<file path="config.mk">
export PLATFORM = sky130hd
export DESIGN_NAME = lcd_timing_pattern_gen
export DESIGN_NICKNAME = d
export VERILOG_FILES = /design/src/rtl/lcd_timing_pattern_gen.sv
export SDC_FILE = /design/constraint.sdc
export NUM_CORES = 1
export LEC_CHECK = 0
export ABC_AREA = 1
export ABC_CLOCK_PERIOD_IN_PS = 1900
export CAP_MARGIN = 25
export CORE_MARGIN = 3
export CORE_UTILIZATION = 50
export CTS_CLUSTER_DIAMETER = 100
export DETAILED_ROUTE_END_ITERATION = 12
export DONT_BUFFER_PORTS = 1
export RECOVER_POWER = 50
export SYNTH_ARGS = -nofsm -noshare
export SYNTH_HDL_FRONTEND = slang
export SYNTH_SLANG_ARGS = --single-unit
</file>
<file path="constraint.sdc">
create_clock -name CLK -period 1.9 [get_ports CLK]
set_input_delay 0.285 -clock CLK [delete_from_list [all_inputs] [get_ports CLK]]
set_output_delay 0.285 -clock CLK [all_outputs]
set_load 0.005 [all_outputs]
</file>
<file path="src/rtl/lcd_timing_pattern_gen.sv">
// Parametrised RGB-LCD timing generator with a built-in test-pattern source.
// Optional build macro SCROLL_EN adds a horizontal scroll to the bars/checker patterns.
module lcd_timing_pattern_gen #(
  parameter int H_ACTIVE = 800,
  parameter int H_FP     = 40,
  parameter int H_SYNC   = 48,
  parameter int H_BP     = 88,
  parameter int V_ACTIVE = 480,
  parameter int V_FP     = 13,
  parameter int V_SYNC   = 3,
  parameter int V_BP     = 32,
  parameter bit HS_POL   = 1'b0,
  parameter bit VS_POL   = 1'b0,
  parameter int R_W      = 5,
  parameter int G_W      = 6,
  parameter int B_W      = 5,
  parameter int CHK_LOG2 = 4
) (
  input  logic           CLK,
  input  logic           RST,
  input  logic [1:0]     MODE,
  input  logic           MODE_VLD,
  input  logic [23:0]    SOLID_RGB,
  output logic           LCD_DE,
  output logic           LCD_HSYNC,
  output logic           LCD_VSYNC,
  output logic [R_W-1:0] LCD_R,
  output logic [G_W-1:0] LCD_G,
  output logic [B_W-1:0] LCD_B,
  output logic           FRAME_START,
  output logic [7:0]     FRAME_CNT
);

  localparam int H_TOTAL  = H_ACTIVE + H_FP + H_SYNC + H_BP;
  localparam int V_TOTAL  = V_ACTIVE + V_FP + V_SYNC + V_BP;
  localparam int HW       = $clog2(H_TOTAL);
  localparam int VW       = $clog2(V_TOTAL);
  localparam logic [HW-1:0] H_LAST = HW'(H_TOTAL - 1);
  localparam logic [VW-1:0] V_LAST = VW'(V_TOTAL - 1);
  localparam logic [31:0] HS_START = 32'(H_ACTIVE + H_FP);
  localparam logic [31:0] HS_END   = 32'(H_ACTIVE + H_FP + H_SYNC);
  localparam logic [31:0] VS_START = 32'(V_ACTIVE + V_FP);
  localparam logic [31:0] VS_END   = 32'(V_ACTIVE + V_FP + V_SYNC);
  localparam logic [31:0] BW       = 32'(H_ACTIVE / 8);

  if (H_FP < 1 || H_SYNC < 1 || H_BP < 1 || V_FP < 1 || V_SYNC < 1 || V_BP < 1 ||
      H_ACTIVE < 8) begin : g_bad_params
    $error("lcd_timing_pattern_gen: porch/sync values must be >= 1 and H_ACTIVE >= 8");
  end

  logic [HW-1:0] hcnt;
  logic [VW-1:0] vcnt;
  logic [1:0]    mode_act;
  logic [1:0]    mode_pend;
  logic [31:0]   x32, y32, xp, sum32;
  logic          frame_end;
  logic          de_n, hs_n, vs_n, chk;
  logic [2:0]    bar;
  logic [R_W-1:0] r_n;
  logic [G_W-1:0] g_n;
  logic [B_W-1:0] b_n;

  assign x32       = 32'(hcnt);
  assign y32       = 32'(vcnt);
  assign sum32     = x32 + y32;
  assign frame_end = (hcnt == H_LAST) && (vcnt == V_LAST);

`ifdef SCROLL_EN
  logic [HW-1:0] xoff;
  logic [31:0]   xe;

  always_ff @(posedge CLK or posedge RST) begin
    if (RST) begin
      xoff <= '0;
    end else if (frame_end) begin
      xoff <= (32'(xoff) == 32'(H_ACTIVE - 1)) ? '0 : xoff + HW'(1);
    end
  end

  assign xe = x32 + 32'(xoff);
  assign xp = (xe >= 32'(H_ACTIVE)) ? xe - 32'(H_ACTIVE) : xe;
`else
  assign xp = x32;
`endif

  // Full vectors are referenced so partially used bits do not count as dangling.
  logic unused_ok;
  assign unused_ok = ^{SOLID_RGB, x32, y32, xp, sum32};

  always_comb begin
    de_n = (x32 < 32'(H_ACTIVE)) && (y32 < 32'(V_ACTIVE));
    hs_n = (x32 >= HS_START && x32 < HS_END) ? HS_POL : ~HS_POL;
    vs_n = (y32 >= VS_START && y32 < VS_END) ? VS_POL : ~VS_POL;
    chk  = xp[CHK_LOG2] ^ y32[CHK_LOG2];
    if      (xp < BW)        bar = 3'b111;
    else if (xp < BW * 2)    bar = 3'b110;
    else if (xp < BW * 3)    bar = 3'b011;
    else if (xp < BW * 4)    bar = 3'b010;
    else if (xp < BW * 5)    bar = 3'b101;
    else if (xp < BW * 6)    bar = 3'b100;
    else if (xp < BW * 7)    bar = 3'b001;
    else                     bar = 3'b000;
    r_n = '0;
    g_n = '0;
    b_n = '0;
    case (mode_act)
      2'd0: begin
        r_n = SOLID_RGB[23 -: R_W];
        g_n = SOLID_RGB[15 -: G_W];
        b_n = SOLID_RGB[7 -: B_W];
      end
      2'd1: begin
        r_n = {R_W{bar[2]}};
        g_n = {G_W{bar[1]}};
        b_n = {B_W{bar[0]}};
      end
      2'd2: begin
        r_n = {R_W{~chk}};
        g_n = {G_W{~chk}};
        b_n = {B_W{~chk}};
      end
      default: begin
        r_n = x32[R_W-1:0];
        g_n = y32[G_W-1:0];
        b_n = sum32[B_W-1:0];
      end
    endcase
    if (!de_n) begin
      r_n = '0;
      g_n = '0;
      b_n = '0;
    end
  end

  always_ff @(posedge CLK or posedge RST) begin
    if (RST) begin
      hcnt        <= '0;
      vcnt        <= '0;
      mode_act    <= 2'd0;
      mode_pend   <= 2'd0;
      LCD_DE      <= 1'b0;
      LCD_HSYNC   <= ~HS_POL;
      LCD_VSYNC   <= ~VS_POL;
      LCD_R       <= '0;
      LCD_G       <= '0;
      LCD_B       <= '0;
      FRAME_START <= 1'b0;
      FRAME_CNT   <= 8'd0;
    end else begin
      if (hcnt == H_LAST) begin
        hcnt <= '0;
        vcnt <= (vcnt == V_LAST) ? '0 : vcnt + VW'(1);
      end else begin
        hcnt <= hcnt + HW'(1);
      end
      if (MODE_VLD) mode_pend <= MODE;
      // A strobe landing on the frame-end cycle bypasses the pending register.
      if (frame_end) begin
        mode_act  <= MODE_VLD ? MODE : mode_pend;
        FRAME_CNT <= FRAME_CNT + 8'd1;
      end
      LCD_DE      <= de_n;
      LCD_HSYNC   <= hs_n;
      LCD_VSYNC   <= vs_n;
      LCD_R       <= r_n;
      LCD_G       <= g_n;
      LCD_B       <= b_n;
      FRAME_START <= (hcnt == '0) && (vcnt == '0);
    end
  end

endmodule

</file>
## Word-level counts from Yosys, hierarchy flattened

Cells that the tools add are included.
Widths: inputs -> output; s select.

| cells by class | value |
|---|---|
| $add $sub $neg | 4 |
| $lt $le $gt $ge | 13 |
| mux-type cells | 18 |
| bitwise operators | 2 |
| reduce and logical (&&, ||, !) cells | 8 |
| equal/unequal tests | 4 |

Operator list:

| kind | count |
|---|---|
| $lt 10x9->1 const B | 5 |
| $lt 10x10->1 const B | 4 |
| $pmux 5 s3 | 2 |
| $add 10x1->10 const B | 2 |
| $eq 10x10->1 const B | 2 |
| $logic_not 10->1 | 2 |
| $mux 10 | 2 |
| $mux 3 | 6 |
| $pmux 6 s3 | 1 |
| $ge 10x10->1 const B | 1 |
| $ge 10x9->1 const B | 1 |
| $lt 10x7->1 const B | 1 |
| $lt 10x8->1 const B | 1 |
| $mux 5 | 2 |
| $add 8x1->8 const B | 1 |
| $mux 6 | 1 |
| $add 5x5->5 | 1 |
| $logic_and 1x1->1 | 5 |
| $mux 1 | 3 |
| $eq 2x1->1 const B | 1 |
| $eq 2x2->1 const B | 1 |
| $logic_not 2->1 | 1 |
| $mux 2 | 1 |
| $not 1->1 | 1 |
| $xor 1x1->1 | 1 |

| word-level totals | value |
|---|---|
| flip-flop bits (word level) | 52 |
| output and inout port bits | 28 |
| input bits | 29 |

## Logic depth before layout (Yosys ltp)

| logic depth | value |
|---|---|
| depth after elaboration | 10 |
| depth in mapped cells | 15 |
| mapped depth without buffers | 14 |

## Worst setup path after synthesis

No wires, ideal clock.

| path | value |
|---|---|
| path kind | register to register |
| from | register hcnt[1] |
| to | register FRAME_CNT[6] |
| stages on the path, launching flop included | 10 |
| arrival time | 1.585 ns |
| slack | 0.192 ns |
| period minus slack after synthesis | 1.708 ns |
| library setup time | 0.123 ns |
| required time | 1.777 ns |
| cells stage by stage | dfrtp_1 > ha_1 > nand2_2 > nor2_8 > nand4_4 > nor2_8 > nand2_2 > nor2_4 > nand3_1 > xnor2_1 |

| between the ends | value |
|---|---|
| word-level cells in the longest chain between the ends | 2 |

RTL lines:

| item | RTL line | source |
|---|---|---|
| from (decl) | 51 | `logic [HW-1:0] hcnt;` |
| from (signal assigned) | 154 | `hcnt <= hcnt + HW'(1);` |
| $eq 10x10->1 | 66 | `assign frame_end = (hcnt == H_LAST) && (vcnt == V_LAST);` |
| $logic_and 1x1->1 | 66 |  |
| to (signal assigned) | 160 | `FRAME_CNT <= FRAME_CNT + 8'd1;` |
| to (decl) | 31 | `output logic [7:0] FRAME_CNT` |

No other way between the ends.
A chain may end at the register's enable or synchronous reset.

## Worst setup path after layout

| path | value |
|---|---|
| from | register vcnt[0] |
| to | register LCD_B[4] |

| between the ends | value |
|---|---|
| word-level cells in the longest chain between the ends | 3 |

RTL lines:

| item | RTL line | source |
|---|---|---|
| from (decl) | 52 | `logic [VW-1:0] vcnt;` |
| from (signal assigned) | 152 | `vcnt <= (vcnt == V_LAST) ? '0 : vcnt + VW'(1);` |
| $add 5x5->5 / $lt 10x9->1 (equally long branches) | 65, 91 |  |
| $pmux 5 s3 / $logic_and 1x1->1 (equally long branches) | 106, 91 |  |
| $mux 5 * | 128 | `if (!de_n) begin` |
| via b_n[4] | 61 | `logic [B_W-1:0] b_n;` |
| to (signal assigned) | 167 | `LCD_B <= b_n;` |
| to (decl) | 29 | `output logic [B_W-1:0] LCD_B,` |

Mark *: on every way through the listed nets, which the timed path passes. The rest lies on a longest branch.

==> results.sh <==
export IMPL_yosysTopAreaCell="dfrtp_1"
export IMPL_place_worst_setup_slack_ns=0.05941
export IMPL_design_core_area_mm2=0.005574
export IMPL_clockRootBuffer="clkbuf_8"
export IMPL_cts_tree="built"
export IMPL_post_synth_inst_count=361
export IMPL_cp_arrival_ns=2.04
export IMPL_placement_cell_area_mm2=0.003202
export IMPL_io_pins=57
export IMPL_flow_area_growth_from_synthesis_pct=14.97
export IMPL_antenna_cells_inserted=0
export IMPL_fp_dieH_um=82.49
export IMPL_layout_nets=434
export IMPL_synthTopCellsByCount="nand2_1, inv_1, dfrtp_1, nor2_1, a21oi_1"
export IMPL_detailedPlacementHpwl_um=4768
export IMPL_timing_max_slew_rel_slack_pct=23.82
export IMPL_hold_ws_ns=0.1184
export IMPL_mapped_avg_cell_area_um2=8.103
export IMPL_yosysMostFrequentCell="nand2_1"
export IMPL_clock_tree_buffer_depth=2
export IMPL_synth_seq_cells=52
export IMPL_clock_sink_total=52
export IMPL_regToRegStartpoint="vcnt[0]$_DFFE_PP0N_"
export IMPL_fin_crit_ns=1.788
export IMPL_syn_num_nets=402
export IMPL_setup_violations=0
export IMPL_status="complete, no violations"
export IMPL_numPortBuffers=0
export IMPL_vdd_ir_drop_max_v=0.0003863
export IMPL_crit_path_start_kind="flip-flop"
export IMPL_grtUsageTotal_pct=19.73
export IMPL_max_freq_mhz=559.3
export IMPL_drt_drc_violations_left=0
export IMPL_final_layout_size_suffix_gt1_share_pct=15.74
export IMPL_avgRoutedWirePerCell_um=13.76
export IMPL_synth_seq_area_share_pct=44.57
export IMPL_synthesis_area_mm2=0.002925
export IMPL_reg2reg_setup_slack_ns=0.11
export IMPL_timing_worst_setup_path_type="reg2reg"
export IMPL_first_global_vias=2190
export IMPL_timing_max_transition_violations_final=0
export IMPL_setup_ws_ns=0.1121
export IMPL_period_share_pct=94.10
export IMPL_min_to="mode_pend[1]$_DFF_PP0_"
export IMPL_timing_max_cap_violations=0
export IMPL_core_rowCount=27
export IMPL_design_die_area_mm2=0.006805
export IMPL_via_count=2368
export IMPL_synth_cell_type_count=37
export IMPL_synth_top_flop_cell="dfrtp_1"
export IMPL_grt_first_pass_wirelength_um=10340
export IMPL_synthArstFlopShare_pct=100.0
export IMPL_cts_buffers=5
export IMPL_worst_r2r_cell_count=11
export IMPL_cell_types_with_the_largest_area_share_after_synthesis="dfrtp_1, nand2_1, inv_1"
export IMPL_hold_path_class="in2reg"
export IMPL_start_util_pct=52.48
export IMPL_worstSkewPairLatency_ns=0.30
export IMPL_fin_total_pwr_mw=1.989
export IMPL_synth_warnings=0
export IMPL_drt_vias_per_instance=5.082
export IMPL_synth_enable_flop_cells=0
export IMPL_p_leak_nw=1.855
export IMPL_grt_setup_unrepaired="yes"
export IMPL_clk_pin_slew_ns=0.10
export IMPL_gpl_final_weighted_congestion=0.9530
export IMPL_number_of_antenna_violations_at_the_first_check_in_global_routing=0
export IMPL_timing_worst_slew_pin_value_ns=1.143
export IMPL_cell_depth_of_the_worst_min_delay_path=2
export IMPL_wl_um=6413
export IMPL_worst_path_max_fanout=5
export IMPL_overflow=0
export IMPL_grt_max_degree=53
export IMPL_timing_final_hold_violations=0
export IMPL_worst_clock_skew_ns=0.004520
export IMPL_ctsHtreeMaxLevel=2
export IMPL_cp_end_kind="flip-flop"
export IMPL_drtAntennaViolNets=0
export IMPL_detail_route_iter0_violations=60
export IMPL_stdcell_area_mm2=0.003363
export IMPL_drt_pass1_iterations=4
export IMPL_die_x_um=82.49
export IMPL_critical_path_reg2reg_endpoint="LCD_B[4]$_DFF_PP0_"
export IMPL_critPathRequiredTime_ns=2.15
export IMPL_power_density_mw_per_mm2=591.3
export IMPL_final_core_utilization_pct=60.34
export IMPL_netlist_area_leader_share_pct=42.77
export IMPL_fillerInstances=508
export IMPL_worstHoldStart="MODE_VLD"
## stage by stage
| stage | TNS [ns] | std cells |
|---|---|---|
| 2_1_floorplan | 0 | 361 |
| 3_3_place_gp | 0 | 454 |
| 3_5_place_dp | 0 | 454 |
| 4_1_cts | 0 | 463 |
| 5_1_grt | -0.03752 | 466 |
| 6_report | 0 | 466 |
## critical path, cell delays in order (launching register included)
cell and delay [ns]:
dfrtp_2 0.47, ha_1 0.23, fa_1 0.38, nand2_1 0.10
nand2_1 0.08, a21oi_2 0.14, a21oi_1 0.07, o21ai_0 0.07
nand2_1 0.07, inv_1 0.05, nand2_1 0.05, inv_1 0.04
## cells by family (layout without fill, tap and decap cells)
family / after synthesis / after routing / share of synthesized area [%]
AOI/OAI and AO/OA: 61 / 61 / 12.19
xor gates and xnor gates: 11 / 11 / 3.293
adders and majority gates: 12 / 12 / 5.389
buffers and inverters: 72 / 105 / 9.452
DFF: 52 / 52 / 44.57
and+or+nand+nor: 153 / 153 / 25.11
## worst max-delay path by stage
stage | cells after the start | slack (ns) | end | start
final | 11 | 0.11 | LCD_B[4]$_DFF_PP0_ | vcnt[0]$_DFFE_PP0N_
after global routing | 9 | -0.03 | hcnt[9]$_DFF_PP0_ | hcnt[2]$_DFF_PP0_
after CTS | 9 | 0.04 | FRAME_CNT[6]$_DFFE_PP0P_ | vcnt[0]$_DFFE_PP0N_
after detailed placement | 9 | 0.06 | FRAME_CNT[6]$_DFFE_PP0P_ | vcnt[0]$_DFFE_PP0N_
after global placement | 9 | 0.07 | FRAME_CNT[6]$_DFFE_PP0P_ | vcnt[0]$_DFFE_PP0N_
after floorplan | 9 | 0.19 | FRAME_CNT[6]$_DFFE_PP0P_ | hcnt[1]$_DFF_PP0_
## layout make-up
type | count | area, um2 | area share, %
clock buffer | 6 | 72.57 | 2.158
timing repair buffer | 31 | 232.7 | 6.920
tap | 72 | 90.09 | 2.679
clock inverter | 2 | 38.79 | 1.153
inverter | 66 | 247.7 | 7.366
sequential | 52 | 1306 | 38.84
multi-input combinational | 237 | 1375 | 40.89
## routing by layer
metal  up-vias  part of all wire (%)  track usage, %
met5         -                     0               0
met4         0                   1.9           7.190
met3        11                   6.5           4.447
met2        73                    43           29.81
met1      1063                    48           27.68
li1       1221                     -               -
## flip-flops by register name, indices dropped and copies added, names as in the netlist, 2 cells and up
name       cells
FRAME_CNT      8
LCD_B          5
LCD_G          6
LCD_R          5
hcnt          10
mode_act       2
mode_pend      2
vcnt          10
## where the power goes
part	total (mW)	leakage [nW]	switching [mW]	internal, mW
clock	0.781	0.0558	0.383	0.399
sequential	1.13	0.677	0.00849	1.13
combinational	0.0737	1.12	0.0517	0.0220
total	1.99	1.86	0.443	1.55
## repair_timing
action | in CTS | in global routing
endpoints found under the hold margin | 50 | 0
hold buffers | 1 | 0
setup buffers | 0 | 3
endpoints found under the setup margin | 0 | 16
resized for setup | 0 | 10
## placed cells by master (no fill, tap or decap), drive strengths merged
cell type	synthesis	final
nand2	74	74
inv	65	65
dfrtp	50	50
nor2	39	39
buf	3	30
a21oi	29	29
nand3	21	21
o21ai	13	13
ha	11	11
o211ai	10	10
xor2	7	7
nor3	6	6
clkbuf	3	6
nand4	6	6
xnor2	4	4
nor4	3	3
dfstp	2	2
a22oi	2	2
nand3b	2	2
clkinv	1	2
o21a	2	2
a21boi	1	1
a41oi	1	1
or2	1	1
a211oi	1	1
a2111o	1	1
or4	1	1
a31oi	1	1
fa	1	1
bufinv	0	1
dlygate4sd3	0	1
Power figures use the tool's default switching activity.
